--- src/rtl/aqalu.sv ---
// Registered 2-bit ALU: opcodes 0-14 are single-cycle functions, opcode 15 counts elapsed "seconds".
// Define AQALU_SAT_EN to make the seconds counter saturate at 255 instead of wrapping to 0.
module aqalu #(
    parameter int TICKS_PER_SEC = 1000
) (
    input  logic       clock,
    input  logic       reset,
    input  logic [1:0] A,
    input  logic [1:0] B,
    input  logic [3:0] Opcode,
    output logic [7:0] Output
);

    localparam int PW = (TICKS_PER_SEC > 1) ? $clog2(TICKS_PER_SEC) : 1;
    localparam logic [PW-1:0] LAST_TICK = PW'(TICKS_PER_SEC - 1);
    localparam logic [3:0] OP_SECONDS = 4'd15;

    logic [PW-1:0] prescaler;
    logic [7:0]    seconds;
    logic [7:0]    secondsNext;
    logic [7:0]    aluResult;
    logic [7:0]    a8;
    logic [7:0]    b8;

    assign a8 = {6'b0, A};
    assign b8 = {6'b0, B};

`ifdef AQALU_SAT_EN
    assign secondsNext = (seconds == 8'hFF) ? 8'hFF : seconds + 8'd1;
`else
    assign secondsNext = seconds + 8'd1;
`endif

    always_comb begin
        aluResult = 8'h00;
        case (Opcode)
            4'd0:  aluResult = a8 + b8;
            4'd1:  aluResult = a8 - b8;
            4'd2:  aluResult = a8 * b8;
            4'd3:  aluResult = (B == 2'd0) ? 8'hFF : a8 / b8;
            4'd4:  aluResult = (B == 2'd0) ? 8'hFF : a8 % b8;
            4'd5:  aluResult = {6'b0, A & B};
            4'd6:  aluResult = {6'b0, A | B};
            4'd7:  aluResult = {6'b0, A ^ B};
            4'd8:  aluResult = {6'b0, ~(A & B)};
            4'd9:  aluResult = {6'b0, ~(A | B)};
            4'd10: aluResult = {6'b0, ~(A ^ B)};
            4'd11: aluResult = {3'b0, A, B, 1'b0};
            4'd12: aluResult = {5'b0, A, B[1]};
            4'd13: aluResult = {5'b0, A > B, A == B, A < B};
            4'd14: begin
                // Exponent is at most 3, so an explicit table keeps this purely combinational.
                case (B)
                    2'd0:    aluResult = 8'd1;
                    2'd1:    aluResult = a8;
                    2'd2:    aluResult = a8 * a8;
                    default: aluResult = a8 * a8 * a8;
                endcase
            end
            default: aluResult = 8'h00;
        endcase
    end

    always_ff @(posedge clock or negedge reset) begin
        if (!reset) begin
            prescaler <= '0;
            seconds   <= 8'h00;
            Output    <= 8'h00;
        end else if (Opcode != OP_SECONDS) begin
            // Any non-counter opcode discards the count so re-entry starts from zero.
            prescaler <= '0;
            seconds   <= 8'h00;
            Output    <= aluResult;
        end else if (prescaler == LAST_TICK) begin
            prescaler <= '0;
            seconds   <= secondsNext;
            Output    <= secondsNext;
        end else begin
            prescaler <= prescaler + PW'(1);
            Output    <= seconds;
        end
    end

endmodule

--- config.mk ---
export PLATFORM = sky130hd
export DESIGN_NAME = aqalu
export DESIGN_NICKNAME = d
export VERILOG_FILES = /design/src/rtl/aqalu.sv
export SDC_FILE = /design/constraint.sdc
export NUM_CORES = 1
export LEC_CHECK = 0
export ABC_AREA = 0
export BUFFER_PORTS_ARGS = -buffer_cell sky130_fd_sc_hd__buf_4
export CORE_UTILIZATION = 24
export CTS_CLUSTER_DIAMETER = 100
export CTS_CLUSTER_SIZE = 20
export DETAILED_ROUTE_END_ITERATION = 10
export GPL_ROUTABILITY_DRIVEN = 0
export PLACE_DENSITY = 0.39
export SLEW_MARGIN = 20
export SYNTH_ARGS = -nofsm -noshare
export SYNTH_HDL_FRONTEND = slang
export SYNTH_SLANG_ARGS = --single-unit
--- constraint.sdc ---
create_clock -name clock -period 2.69 [get_ports clock]
set_clock_uncertainty 0.2 [all_clocks]
set_input_delay 0.538 -clock clock [delete_from_list [all_inputs] [get_ports clock]]
set_output_delay 0.538 -clock clock [all_outputs]
set_load 0.05 [all_outputs]
==> results of run 1 <==
## stage by stage
step	util (%)	setup slack [ps]	cell area, sq um
final	33.0	-310	3050
after detailed placement	31.0	-780	2870
after global placement	31.0	-731	2870
after floorplan	-	-770	2350
after CTS	32.7	-419	3020
after global routing	33.0	-440	3050
## synth_stat cells, types with 2 or more instances
library cell	n	area, sq um
o31ai_1	3	22.5
xnor2_1	6	52.6
or3_1	5	31.3
nor2_1	28	105
mux2i_1	2	20.0
clkbuf_1	7	26.3
a32oi_1	2	17.5
o21ai_0	15	75.1
nand3_1	11	55.1
or2_2	2	12.5
inv_1	13	48.8
o211ai_1	5	37.5
a31oi_1	3	18.8
buf_2	4	20.0
a22oi_1	2	15.0
nor2b_1	5	31.3
o32ai_1	3	26.3
nand3b_1	6	45.0
dfrtp_1	26	651
and2_1	3	18.8
nand2b_1	8	50.1
and3_1	3	18.8
o21a_1	2	15.0
o22ai_1	3	18.8
nand2_1	18	67.6
ha_1	20	250
a21oi_1	14	70.1
a211oi_1	3	22.5
nand4_1	5	31.3
fa_1	3	60.1
xor2_1	7	61.3
a211o_1	5	43.8
nor3_1	5	25.0
a21o_1	4	30.0
## flip-flops by register name (all words and copies together), names as in the netlist
| signal | cells |
|---|---|
| Output | 8 |
| prescaler | 10 |
| seconds | 8 |
## metal layers
| metal | vias up | track usage (%) | part of all wire [%] |
|---|---|---|---|
| li1 | 1099 | - | - |
| met1 | 1059 | 18.9 | 50 |
| met2 | 16 | 24.0 | 48 |
| met3 | 6 | 1.76 | 1.3 |
| met4 | 0 | 2.15 | 1.1 |
| met5 | - | 0 | 0 |
## layout make-up
class                      instances  area, sq um  share of cell area (%)
inverter                          13         52.6                    1.72
clock buffer                       4         55.1                    1.81
sequential                        26          651                    21.3
multi-input combinational        219         1650                    54.0
tap                              129          161                    5.30
timing repair buffer              63          483                    15.8
## cells by family after synthesis
family / count (synthesis) / share of synthesized area [%]
muxes: 2 / 0.875
xor gates and xnor gates: 13 / 4.98
AOI/OAI and AO/OA: 77 / 23.4
adders and majority gates: 23 / 13.6
DFF: 26 / 28.4
and+or+nand+nor: 104 / 23.6
buffers and inverters: 27 / 5.14
## what timing repair did
item | in CTS | in global routing
cloned | 0 | 0
pin swaps | 17 | 8
buffers inserted | 3 | 3
gates resized for setup | 13 | 3
endpoints found under the setup margin | 8 | 8
hold buffers | 1 | 0
hold endpoints to repair | 26 | 0
## power groups by stage
| stage | Combinational, mW | Sequential (mW) | Clock, mW |
|---|---|---|---|
| after CTS | 0.436 | 0.407 | 0.269 |
| after global placement | 0.406 | 0.415 | 0 |
| after global routing | 0.490 | 0.408 | 0.283 |
| final | 0.447 | 0.407 | 0.258 |
| after detailed placement | 0.405 | 0.414 | 0 |
| after floorplan | 0.202 | 0.450 | 0 |
## worst min path at each step
stage                                 startpoint                     end  slack, ps  cells after the start
after floorplan                            reset     Output[0]$_DFF_PN0_         40                      0
after global placement                     reset  prescaler[4]$_DFF_PN0_        270                      1
after detailed placement                   reset  prescaler[7]$_DFF_PN0_        280                      1
after CTS                 prescaler[0]$_DFF_PN0_  prescaler[0]$_DFF_PN0_        290                      1
after global routing      prescaler[0]$_DFF_PN0_  prescaler[0]$_DFF_PN0_        310                      1
final                     prescaler[0]$_DFF_PN0_  prescaler[0]$_DFF_PN0_        290                      1
==> impl_results.md, run 1 <==
* First-pass GRT wire length at 11.1 mm
* Crit path cell chain: buf_8 -> clkinvlp_4 -> ha_4 -> nand2_4 -> inv_2 -> ha_4 -> o21ai_2 -> nand3_2 -> nor2_2 -> a21oi_2 -> inv_2 -> fa_2 -> inv_2 -> a211oi_2 -> a32o_2 -> a211oi_2 -> mux2i_1 -> a211o_1
* Slew Viols, Final at 0
* Final period utilization at 112%
* CP dominant cell by count: inv_2
* Die ar. at 9920 sq um
* Worst Tran Pin Value at 418 ps
* Worst EP required at 2650 ps
* Clock power frac at 23.2%
* Setup Viol. Count Final at 8
* Clk root buf: clkbuf_8
* Remaining DRCs at 0
* Ant diodes at 0
* Flops & latches, synth at 26
* Failing checks: negative setup slack
* Async SR Flop Fraction at 100%
* Slowest cell on the critical path: fa_2
* Levels on crit path at 18
* Area grow syn2layout at 33.3%
* Filler instances at 1008
* ANT nets after route at 0
* IO buf count at 17
* Post-synth top flop: dfrtp_1
* Final nets at 359
* Final HPWL DP at 5.11 mm
* Die span in y at 99.6 um
* Synth Cell Area at 2290 sq um
* Row Count at 35
* Status: finished, violations left
* Die Wd at 99.6 um
* Worst Path Class, Setup: in -> reg
* Clock buffer count from CTS at 3
* CP Capture Type: flop
* Sequential cell area fraction in the yosys report at 28.4%
* R2R Path End: Output[1]$_DFF_PN0_
* Yosys warns at 0
* Drt initial violations at 82
* Buffers and inverters on the worst path at 5
* Worst-path maximum fanout at 4
* Crit path max-delay family: compound AO/OA/AOI/OAI gates
* CTS tree: built
* Reg2reg setup slack at 330 ps
* Minimum clock period at 3000 ps
* Syn_nets at 305
* Switch Pwr at 0.374 mW
* Final wirelength at 6.54 mm
* Maximum VDD drop at 0.190 mV
* Final std cells w/o fill at 454
* Largest net degree at the start of global routing at 27
* Syn_area_per_cell at 8.41 sq um
* Starting density of the core at 24.8%
* Worst EP arrival at 2960 ps
* Final WS setup at -310 ps
* Core area at 9240 sq um
* CTS max path bufs at 2
* Power Density at 365 nW/um^2
* Clk slew on worst S/H paths at 90 ps
* Unrepaired setup endpoints after global routing: yes
* Critical Path Start: B[1]
* Vias per inst at 4.80
* Slowest stage delay, CP at 370 ps
* Hold/Removal Path Class: reg -> reg
* Critical Path End: Output[7]$_DFF_PN0_
* Pre-antenna DRT Iters at 4
* Via count at 2180
* Sequential share of power at 36.6%
* Grt total ovfl at 0
* Final Hold Viols at 0
* Unique masters post-synth at 55
* Gate power share at 40.2%
* Vias in the first global route at 2178
* Worst hold slack at 286 ps
* Internal Pwr Total at 0.737 mW
* Most common cell after layout, fill and taps aside: buf_4
* Switch share at 33.7%
* Fmax at 0.333 GHz
* Syn Inst Count at 272
* TNS Setup at -1960 ps
* Post-synth EDFFs at 0
* Share of layout cells above drive strength 1 at 28.9%
* Sink Count at 26
* IO Count at 18
* Commonest cells after routing, fill and taps aside: buf_4 (61), dfrtp_1 (26), nor2_1 (26), nand2_1 (17), ha_1 (17)
* P_leak at 1.35 nW
* Placed cell count at 444
* Drt wl/cell at 14.4 um
* CTS H-tree depth at 1
* Total Routing Usage GR at 13.9%
* Worst skew pair latency at 270 ps
* Worst R2R Start: prescaler[4]$_DFF_PN0_
* Worst setup SP type: primary input
* Tot Pwr at 1.11 mW
* Slew Limit Headroom at 71.9%
* Initial antenna violation count at 0
* Max-cap viol count at 0
* R2r worst-path depth at 6
(Power assumes the default switching activity.)
==> inputs of run 2 (changes only) <==
--- a/config.mk
+++ b/config.mk
@@ -5,9 +5,10 @@
 export SDC_FILE = /design/constraint.sdc
 export NUM_CORES = 1
 export LEC_CHECK = 0
-export ABC_AREA = 0
+export ABC_AREA = 1
 export BUFFER_PORTS_ARGS = -buffer_cell sky130_fd_sc_hd__buf_4
 export CORE_UTILIZATION = 24
+export CTS_BUF_LIST = sky130_fd_sc_hd__clkbuf_4
 export CTS_CLUSTER_DIAMETER = 100
 export CTS_CLUSTER_SIZE = 20
 export DETAILED_ROUTE_END_ITERATION = 10
==> constraint.sdc (replaced) <==
create_clock -name clock -period 2.69 [get_ports clock]
set_clock_uncertainty 0.2 [all_clocks]
set_input_delay 0.538 -clock clock [delete_from_list [all_inputs] [get_ports clock]]
set_output_delay 0.538 -clock clock [all_outputs]
set_load 0.005 [all_outputs]
==> run 2 against run 1 <==
The run now ends clean. Global-route usage decreased by 0.78 points. Via count rose by 0.32%. Sequential cell count stayed put. Cell count rose by 9.5%. Combinational power is 13% lower. Sequential power is essentially flat. Critical path type unchanged. Critical endpoint is now Output[5]$_DFF_PN0_.
==> impl_results.md, run 2 <==
* Status: complete, no violations
* Syn_nets at 355 (+16%)
* Max reg flops at 10 (unchanged)
* Pre-antenna DRT Iters at 4 (unchanged)
* Drt initial violations at 60 (-27%)
* Initial antenna violation count at 0 (unchanged)
* Final HPWL DP at 4.90 mm (-4.1%)
* CTS H-tree depth at 1 (unchanged)
* Grt total ovfl at 0 (unchanged)
* Power Density at 320 nW/um^2 (-12%)
* Post-synth EDFFs at 0 (unchanged)
* Hold/Removal Path Class: reg -> reg
* Clk root buf: clkbuf_4
* Tot Pwr at 0.969 mW (-13%)
* IO Count at 18 (unchanged)
* CTS tree: built
* Core area at 9200 sq um (-0.47%)
* Largest net degree at the start of global routing at 27 (unchanged)
* Sink Count at 26 (unchanged)
* Drt wl/cell at 12.3 um (-15%)
* Syn_area_per_cell at 7.05 sq um (-16%)
* Ant diodes at 0 (unchanged)
* Sequential cell area fraction in the yosys report at 28.7% (+0.22 points)
* Worst skew pair latency at 320 ps (+50 ps)
* Worst hold slack at 342 ps (+55.7 ps)
* Synth area leader: dfrtp_1
* First-pass GRT wire length at 10.5 mm (-5.4%)
* Post-DP Area at 2810 sq um (-2.2%)
* Final period utilization at 98.5% (-13 points)
* Final Hold Viols at 0 (unchanged)
* Starting density of the core at 24.7% (-0.073 points)
* Flops & latches, synth at 26 (unchanged)
* Setup Viol. Count Final at 0 (-8)
* Worst Tran Pin Value at 409 ps (-9.67 ps)
* Reg2reg setup slack at 660 ps (+330 ps)
* Post-synth top flop: dfrtp_1
* Worst setup SP type: primary input
* Synth Cell Area at 2270 sq um (-0.77%)
* Reg with most FFs: prescaler
* Clk slew on worst S/H paths at 140 ps (+50 ps)
* Die span in y at 99.2 um (-0.38%)
* Vias in the first global route at 2202 (+1.1%)
* R2r worst-path depth at 10 (+4)
* Final std cells w/o fill at 497 (+9.5%)
* Most numerous cell in the Yosys netlist: nand2_1
* Final WS setup at 40.0 ps (+350 ps)
* Unrepaired setup endpoints after global routing: yes
* Row Count at 35 (unchanged)
* Final nets at 420 (+17%)
* Fin area at 3030 sq um (-0.49%)
* Yosys warns at 0 (unchanged)
* Crit path cell chain: buf_8 -> clkinvlp_4 -> ha_4 -> nand2_4 -> inv_4 -> ha_4 -> nand2_4 -> nand2_4 -> nor2_4 -> nand3_4 -> o21a_4 -> inv_2 -> fa_2 -> nand2_2 -> nor2_4 -> nand2_4 -> nand2_2 -> nand3_2 -> nand2_2 -> nand3_2
* Worst EP required at 2700 ps (+50 ps)
* Synth top area share at 28.7% (+0.22 points)
* Slowest cell on the critical path: o21a_4
* Area grow syn2layout at 33.6%
* Max-cap viol count at 0 (unchanged)
* Worst Path Class, Setup: in -> reg
* Worst-path maximum fanout at 7 (+3)
* Unique masters post-synth at 33 (-40%)
* Hold path depth at 1 (unchanged)
* TNS Setup at 0 ps (+1960 ps)
* Vias per inst at 4.40 (-8.4%)
* Pre-CTS WS at -457 ps (+323 ps)
* Via count at 2187 (+0.32%)
* Worst EP arrival at 2660 ps (-300 ps)
* Die ar. at 9850 sq um (-0.75%)
* Commonest cells after routing, fill and taps aside: nand2_1 (67), buf_4 (58), inv_1 (47), nor2_1 (34), dfrtp_1 (26)
* Largest registers: prescaler (10), Output (8), seconds (8)
* Share of layout cells above drive strength 1 at 28.8% (-0.17 points)
* Maximum VDD drop at 0.147 mV (-23%)
* Remaining DRCs at 0 (unchanged)
* Final wirelength at 6.10 mm (-6.8%)
* IO buf count at 17 (unchanged)
* Placed cell count at 481 (+8.3%)
* Top cells by count, synth: nand2_1 (78), inv_1 (51), nor2_1 (35)
* Slew Viols, Final at 0 (unchanged)
* CP dominant cell by count: nand2_4
* Slowest stage delay, CP at 240 ps (-130 ps)
* Slew Limit Headroom at 72.6% (+0.67 points)
* P_leak at 1.61 nW (+19%)
* Die Wd at 99.2 um (-0.38%)
* ANT nets after route at 0 (unchanged)
* Fmax at 0.377 GHz (+13%)
* Fin util at 33.0% (about the same)
* Synth top area cells: dfrtp_1 (29%), nand2_1 (13%), ha_1 (11%)
* Async SR Flop Fraction at 100% (unchanged)
* Total Routing Usage GR at 13.1% (-0.78 points)
* Syn Inst Count at 322 (+18%)
* Minimum clock period at 2650 ps (-350 ps)
* Most common cell after layout, fill and taps aside: nand2_1
* CTS max path bufs at 2 (unchanged)
* Clock buffer count from CTS at 3 (unchanged)
* CP Capture Type: flop
run 2: changes by cell type in the layout (fill, tap and decap cells not counted), sizes merged, moves of 6 or more:
cell    before  now
nand2       18   87
a21oi       14    8
inv         12   54
nand2b       8    0
nor2        28   40
nand3       11   25
run 2: repair_timing:
| action | CTS | global route |
|---|---|---|
| hold endpoints to repair | 26 | 0 |
| endpoints found under the setup margin | 8 | 8 |
| hold buffers | 1 | 0 |
| resized for setup | 9 | 20 |
| pin swaps | 15 | 20 |
| buffers inserted | 8 | 3 |
run 2: path summary, 6_finish.rpt:
| path | startpoint | end |
|---|---|---|
| max | B[1] | Output[5]$_DFF_PN0_ |
| min reg2reg | prescaler[0]$_DFF_PN0_ | prescaler[0]$_DFF_PN0_ |
| max in group asynchronous | reset | seconds[3]$_DFF_PN0_ |
| max reg2reg | prescaler[0]$_DFF_PN0_ | Output[3]$_DFF_PN0_ |
| min in group asynchronous | reset | seconds[6]$_DFF_PN0_ |
| min | prescaler[0]$_DFF_PN0_ | prescaler[0]$_DFF_PN0_ |
run 2: layout make-up:
type                    instances  area, sq um
flip-flops and latches         26          651
clock inverters                 1         3.75
clock buffers                   3         22.5
repair buffers                 60          460
multi-input cells             241         1540
well taps                     111          139
inverters                      55          213
fillers                       998         6160
run 2: logic make-up (layout without fill, tap and decap cells):
| group | Yosys count | after routing | share of synthesized area [%] |
|---|---|---|---|
| and+or+nand+nor | 172 | 172 | 35.2 |
| buffers and inverters | 55 | 119 | 9.10 |
| adders and majority gates | 23 | 23 | 13.7 |
| DFF | 26 | 26 | 28.7 |
| xor gates and xnor gates | 10 | 10 | 3.86 |
| AOI/OAI and AO/OA | 36 | 36 | 9.48 |
run 2: worst max-delay path, delay by kind of cell:
kind	cells	cell delay, ps
buf+inv	4	260
simple gates	12	1000
compound gates	1	240
fa+ha+maj	3	610
run 2: metal layers:
layer	track usage (%)	share of wire, %
met2	22.4	48
met1	18.2	51
met4	3.62	0.56
met5	0	0
met3	0.562	1.1
run 2: report_power, final:
group	internal, mW	total [mW]	switching [mW]
logic	0.182	0.389	0.207
registers	0.402	0.408	0.00595
clock network	0.0543	0.172	0.117
